**src/rtl/fifo_wr_arbiter.sv**
```systemverilog
// fifo_wr_arbiter: four-way round-robin arbiter for a FIFO write port with optional burst lock (FIFO_ARB_BURST_LOCK_EN)
module fifo_wr_arbiter #(
  parameter int DATA_WIDTH = 8,
  parameter int BURST_LEN  = 4
) (
  input  logic                    i_clk,
  input  logic                    i_rst_n,
  input  logic [3:0]              i_req_valid,
  input  logic [4*DATA_WIDTH-1:0] i_req_data,
  output logic [3:0]              o_req_ready,
  input  logic                    i_fifo_full,
  output logic                    o_fifo_wr,
  output logic [DATA_WIDTH-1:0]   o_fifo_w_data,
  output logic [1:0]              o_grant_id,
  output logic                    o_busy
);
  typedef enum logic {IDLE, LOCK} state_t;
  state_t     r_state;
  logic [1:0] r_ptr;
  logic [1:0] r_owner;
`ifdef FIFO_ARB_BURST_LOCK_EN
  logic [7:0] r_cnt;
`endif
  logic       w_found;
  logic [1:0] w_sel;
  logic [1:0] w_gid;
  logic [3:0] w_ready;
  logic       w_go;
  // first valid requester scanning from r_ptr upward; lowest offset wins
  always_comb begin
    w_found = 1'b0;
    w_sel   = r_ptr;
    for (int k = 3; k >= 0; k--) begin
      if (i_req_valid[r_ptr + 2'(k)]) begin
        w_found = 1'b1;
        w_sel   = r_ptr + 2'(k);
      end
    end
  end
  assign w_gid   = (r_state == LOCK) ? (i_req_valid[r_owner] ? r_owner : 2'd0)
                                     : (w_found ? w_sel : 2'd0);
  assign w_ready = i_fifo_full ? 4'b0
                 : (r_state == LOCK) ? (4'b1 << r_owner)
                 : (w_found ? (4'b1 << w_sel) : 4'b0);
  assign w_go          = |(w_ready & i_req_valid);
  assign o_req_ready   = i_rst_n ? w_ready : 4'b0;
  assign o_fifo_wr     = i_rst_n & w_go;
  assign o_grant_id    = i_rst_n ? w_gid : 2'd0;
  assign o_fifo_w_data = o_fifo_wr ? i_req_data[w_gid*DATA_WIDTH +: DATA_WIDTH] : '0;
  assign o_busy        = (r_state == LOCK);
  // arbitration state: grant on accept, hold owner for a burst, release to the next requester
  always_ff @(posedge i_clk or negedge i_rst_n) begin
    if (!i_rst_n) begin
      r_state <= IDLE;
      r_ptr   <= 2'd0;
      r_owner <= 2'd0;
`ifdef FIFO_ARB_BURST_LOCK_EN
      r_cnt   <= 8'd0;
`endif
    end else if (r_state == IDLE) begin
      if (w_go) begin
        r_owner <= w_sel;
`ifdef FIFO_ARB_BURST_LOCK_EN
        r_cnt   <= 8'd1;
        if (BURST_LEN == 1) r_ptr <= w_sel + 2'd1;
        else r_state <= LOCK;
`else
        r_ptr   <= w_sel + 2'd1;
`endif
      end
    end
`ifdef FIFO_ARB_BURST_LOCK_EN
    else begin
      if (w_go) r_cnt <= r_cnt + 8'd1;
      if (!i_req_valid[r_owner] || (w_go && (r_cnt + 8'd1 == 8'(BURST_LEN)))) begin
        r_state <= IDLE;
        r_ptr   <= r_owner + 2'd1;
      end
    end
`endif
  end
endmodule

```
**config.mk**
```make
export PLATFORM = sky130hd
export DESIGN_NAME = fifo_wr_arbiter
export DESIGN_NICKNAME = d
export VERILOG_FILES = /design/src/rtl/fifo_wr_arbiter.sv
export SDC_FILE = /design/constraint.sdc
export NUM_CORES = 1
export LEC_CHECK = 0
export ABC_AREA = 1
export ABC_CLOCK_PERIOD_IN_PS = 1500
export CORE_MARGIN = 8
export CORE_UTILIZATION = 27
export DETAILED_ROUTE_END_ITERATION = 10
export PLACE_DENSITY = 0.7
export SYNTH_ARGS = -nofsm -noshare
export SYNTH_HDL_FRONTEND = slang
export SYNTH_SLANG_ARGS = --single-unit
```
**constraint.sdc**
```tcl
create_clock -name i_clk -period 1.5 [get_ports i_clk]
set_input_delay 0.3 -clock i_clk [delete_from_list [all_inputs] [get_ports i_clk]]
set_output_delay 0.3 -clock i_clk [all_outputs]
set_load 0.01 [all_outputs]
```
==> summary.md, run 1 <==
| Metric | Value |
|---|---|
| Outcome | complete, but fails checks |
| Failing checks | negative setup slack |
| Sequential fraction of the synthesis area | 0 |
| Post-Route Utilization | 0.657 |
| Slowest cell on crit path | nor2_4 |
| Ant diodes | 0 |
| Area contributors post-synth | nand3_1 (19%), inv_1 (18%), nand3_2 (17%) |
| Switching power | around 180 uW |
| First-pass GRT wire length | about 4.7 mm |
| Setup TNS | -0.537 ns |
| Total iterations of the first detailed-routing run | 4 |
| Cell count after synthesis | about 110 |
| Crit path to | o_fifo_w_data[5] |
| Final wirelength | between 3 and 4 mm |
| Final setup margin | -0.137 ns |
| Tcrit/Tclk final | 1.09 |
| Core ar. | around 2100 um2 |
| Total gr overflow | 0 |
| FF+latch area | 0 um2 |
| Crit path max-delay family | buffers and inverters |
| CP max FO | 8 |
| Fin cells | about 200 |
| Internal | 192 uW |
| Crit path depth | 9 |
| Most common cell after layout, fill and taps aside | clkdlybuf4s50_1 |
| Crit. Startpoint | i_req_valid[0] |
| Worst vdd ir | between 150 and 200 uV |
| DP Worst Slack | -0.932 ns |
| DRT antenna net count | 0 |
| Via density | approximately 4.6 |
| P_leak | 0.000720 uW |
| YS warnings | 1 |
| # DRC | 0 |
| Mapped Avg Cell Area | ~5.6 um2 |
| CLK BUF | 0 |
| Final Max Tran Viols | 0 |
| Comb power frac | 1.000 |
| Fmax | about 610 MHz |
| Chip width | 63.1 um |
| GRT Resource Usage Total | 0.136 |
| Synth-to-layout area growth | 136% |
| Most frequent CP cell | buf_12 |
| Clock network power share | 0 |
| Most area-hungry cell type in the Yosys netlist | nand3_1 |
| WP data required | ~1.2 ns |
| FILL cells | between 150 and 200 |
| Setup Crit Path Kind | in -> out |
| Number of global-route vias before repair | 964 |
| RSZ-0062 raised after global routing | yes |
| Full die area | slightly below 4000 um2 |
| Initial antenna violation count | 0 |
| Critical path endpoint category | output port |
| Share of the synthesized area in the top cell type | 0.192 |
| Final hold violation count | 0 |
| Worst Hold Class | in -> out |
| Max Cap Viol | 0 |
| Share of post-route cells with drive strength above 1 | 0.506 |
| Starting Density | 0.278 |
| # rows | 17 |
| IO Port Bufs | between 50 and 60 |
| Placed cell count | between 150 and 200 |
| Power Density | between 200 and 300 nW/um2 |
| Max stage delay on crit path | between 0.15 and 0.2 ns |
| DR iter-0 viols | 25 |
| GP Congestion | 0.754 |
| Worst Path Arrival | 1.34 ns |
| Worst Path Buf+Inv | 5 |
| Hold Path Depth | 3 |
| Yosys cell types | 16 |
| Routed length per instance | around 15 um |
| Synthesized cell area | ~600 um2 |
| Chip height | between 60 and 70 um |
| Ports | between 50 and 60 |
| Final min period | approximately 1.6 ns |
| Via count | about 940 |
| NumNets Final | 217 |
| CP Cell Sequence | buf_8 > nor2_4 > buf_12 > buf_12 > nand3_2 > nand2_1 > inv_1 > a21oi_2 > buf_2 |
| Final setup viols | 8 |
| Switching share of power | 0.479 |
| Largest net degree at the start of global routing | 11 |
| Number of sequential cells | 0 |
| Mapped Nets | between 100 and 150 |
| Sequential Power Share | 0 |
| Most frequent cells in the layout | clkdlybuf4s50_1 (26), inv_1 (23), nand3_2 (19) |
| Dpl hpwl | 2.05 mm |
| Critical Path Start Type | primary input |
[cell type report]
cell class         instances  area [um2]  share of cell area
inverters                 32         125              0.0887
multi-input cells         74         604               0.428
well taps                 28        35.0              0.0248
repair buffers            70         647               0.458
[synth_stat cells]
| cell type | count |
|---|---|
| a21oi_2 | 8 |
| buf_4 | 1 |
| buf_6 | 2 |
| conb_1 | 1 |
| inv_1 | 29 |
| inv_2 | 2 |
| inv_4 | 1 |
| nand2_1 | 16 |
| nand2_4 | 4 |
| nand3_1 | 23 |
| nand3_2 | 10 |
| nor2_1 | 4 |
| nor2_4 | 1 |
| nor3_1 | 2 |
| nor4_1 | 1 |
| o21ai_2 | 1 |
[per-stage QoR]
stage / hold slack [ns] / area [um2] / power, uW
6_report: 0.852 / 1410 / 369
4_1_cts: 0.851 / 1330 / 342
5_1_grt: 0.868 / 1410 / 396
3_3_place_gp: 1.66 / 1230 / 305
2_1_floorplan: 0.653 / 598 / 129
3_5_place_dp: 1.68 / 1230 / 309
[worst min-delay path by stage]
stage	startpoint	to
floorplan	i_req_valid[1]	o_req_ready[2]
global placement	i_rst_n	o_grant_id[0]
detailed placement	i_rst_n	o_grant_id[1]
CTS	i_req_valid[1]	o_req_ready[2]
global route	i_req_valid[1]	o_req_ready[2]
finish	i_req_valid[1]	o_req_ready[2]
[cell families after synthesis]
| group | Yosys count | synth area share |
|---|---|---|
| AOI/OAI and AO/OA | 9 | 0.132 |
| buffers and inverters | 35 | 0.255 |
| other | 1 | 0.00627 |
| and+or+nand+nor | 61 | 0.607 |
[routing by layer]
layer	up-vias	share of wire	global-route usage
met5	-	0	0
met4	0	0.0058	0.00570
met3	2	0.060	0.0265
met2	31	0.52	0.252
met1	429	0.41	0.162
li1	477	-	-
[power by group through the flow]
stage / logic [uW] / clock network, uW / registers (uW)
floorplan: 129 / 0 / 0
global placement: 305 / 0 / 0
detailed placement: 309 / 0 / 0
CTS: 342 / 0 / 0
global route: 396 / 0 / 0
finish: 369 / 0 / 0
[what timing repair did]
| action | in CTS | in global routing |
|---|---|---|
| endpoints found under the hold margin | 0 | 0 |
| buffers inserted | 5 | 2 |
| resized for setup | 96 | 39 |
| setup endpoints to repair | 15 | 14 |
| gates cloned | 3 | 1 |
| pin swaps | 14 | 21 |
| hold buffers | 0 | 0 |
Power figures use the tool's default switching activity.
==> run 2, diff against run 1 <==
Settings changed: CORE_UTILIZATION 27 to 30, PLACE_DENSITY 0.7 to 0.77.
==> summary.md, run 2 (same netlist as run 1, synthesis figures left out) <==
| Metric | Value |
|---|---|
| Chip height | roughly 61 um |
| Failing checks | negative setup slack |
| Fmax | around 660 MHz |
| Max Cap Viol | 0 |
| Synth-to-layout area growth | 134% |
| Worst Path Arrival | 1.22 ns |
| Share of post-route cells with drive strength above 1 | 0.517 |
| Starting Density | 0.311 |
| Final setup margin | -0.0233 ns |
| Setup Crit Path Kind | in -> out |
| Initial antenna violation count | 0 |
| Full die area | approximately 3700 um2 |
| Total gr overflow | 0 |
| Switching power | approximately 190 uW |
| Internal | around 160 uW |
| Total Power | about 360 uW |
| Final Max Tran Viols | 0 |
| GP Congestion | approximately 0.82 |
| RSZ-0062 raised after global routing | yes |
| Hold Path Sink | o_req_ready[2] |
| GRT Resource Usage Total | 0.176 |
| Core ar. | around 1900 um2 |
| Number of global-route vias before repair | about 1,000 |
| Critical path endpoint category | output port |
| FF+latch area | 0 um2 |
| Hold Path Depth | 3 |
| Ant diodes | 0 |
| Critical Path Start Type | primary input |
| Tcrit/Tclk final | 1.02 |
| DR iter-0 viols | 36 |
| # DRC | 0 |
| First-pass GRT wire length | around 5.1 mm |
| P_leak | between 0.0007 and 0.0008 uW |
| Chip width | approximately 61 um |
| Via density | 5.02 |
| Most common cell after layout, fill and taps aside | inv_1 |
| Worst vdd ir | 159 uV |
| Sequential Power Share | 0 |
| Via count | 1,009 |
| Largest net degree at the start of global routing | 12 |
| WP data required | 1.20 ns |
| CP max FO | 6 |
| # rows | 16 |
| Number of sequential cells | 0 |
| Clock network power share | 0 |
| Outcome | complete, but fails checks |
| CLK BUF | 0 |
| Most frequent cells in the layout | inv_1 (25), dlygate4sd2_1 (23), nand3_2 (19) |
| Final hold violation count | 0 |
| DRT antenna net count | 0 |
| IO Port Bufs | 53 |
| Dpl hpwl | approximately 2.1 mm |
| Final wirelength | 3.49 mm |
| Worst hold slack | just under 0.9 ns |
| Ports | between 50 and 60 |
| Total iterations of the first detailed-routing run | 4 |
| Power Density | between 200 and 300 nW/um2 |
| Min-delay src | i_req_valid[1] |
| FILL cells | roughly 150 |
| Final setup viols | 10 |
| Switching share of power | 0.538 |
| Routed length per instance | between 15 and 20 um |
| NumNets Final | between 200 and 250 |
| Final min period | about 1.5 ns |
| Comb power frac | 1.000 |
| Worst Hold Class | in -> out |
| Crit. Startpoint | i_req_valid[1] |
[run 2: changes by cell type in the layout (fill, tap and decap cells not counted), moves of 3 or more]
cell,previous run,this run
dlymetal6s2s_1,4,10
nand2_2,4,9
nand2_4,2,5
buf_6,7,4
nand2_1,12,6
inv_2,7,4
dlygate4sd2_1,4,23
clkdlybuf4s50_1,26,2
[run 2: layer usage]
metal / up-vias / GRT usage / wire length [um]
li1: 475 / - / -
met1: 467 / 0.192 / 1340
met2: 61 / 0.333 / 1810
met3: 6 / 0.0297 / 277
met4: 0 / 0.0498 / 60
met5: - / 0 / 0
[run 2: power by group through the flow]
stage	Sequential, uW	Clock (uW)	Combinational [uW]
final	0	0	356
after detailed placement	0	0	304
after floorplan	0	0	129
after global routing	0	0	377
after global placement	0	0	299
after CTS	0	0	336
[run 2: worst max-delay path by stage]
stage | end | slack, ns
after floorplan | o_fifo_w_data[0] | 0.16
after global placement | o_fifo_w_data[0] | -0.85
after detailed placement | o_fifo_w_data[3] | -0.90
after CTS | o_fifo_w_data[3] | -0.01
after global routing | o_fifo_w_data[4] | -0.07
final | o_fifo_w_data[4] | -0.02
[run 2: stage by stage]
stage	worst slack, ns	setup TNS (ns)	utilization	cells	area, um2
floorplan	0.158	0	-	106	598
global route	-0.0712	-0.562	0.728	201	1400
finish	-0.0233	-0.125	0.728	201	1400
detailed placement	-0.896	-11.76	0.631	192	1210
CTS	-0.0136	-0.0198	0.699	203	1340
global placement	-0.849	-11.32	0.631	192	1210
[run 2: timing repair]
action,in CTS,in global routing
cloned,5,0
pin swaps,31,9
endpoints found under the setup margin,15,11
buffers inserted,6,0
hold endpoints to repair,0,0
hold buffers,0,0
gates resized for setup,124,32
[run 2: area by class of cell]
class                      instances  area [um2]  area share
inverter                          32         129      0.0921
tap                               27        33.8      0.0242
multi-input combinational         75         649       0.464
timing repair buffer              67         587       0.419
[run 2: critical path: stages]
cell and delay, ns:
buf_8 0.09, clkinvlp_4 0.14, nand2_8 0.15, nand2_4 0.08
nand2_2 0.08, nand3_1 0.09, a21oi_2 0.14, buf_2 0.14
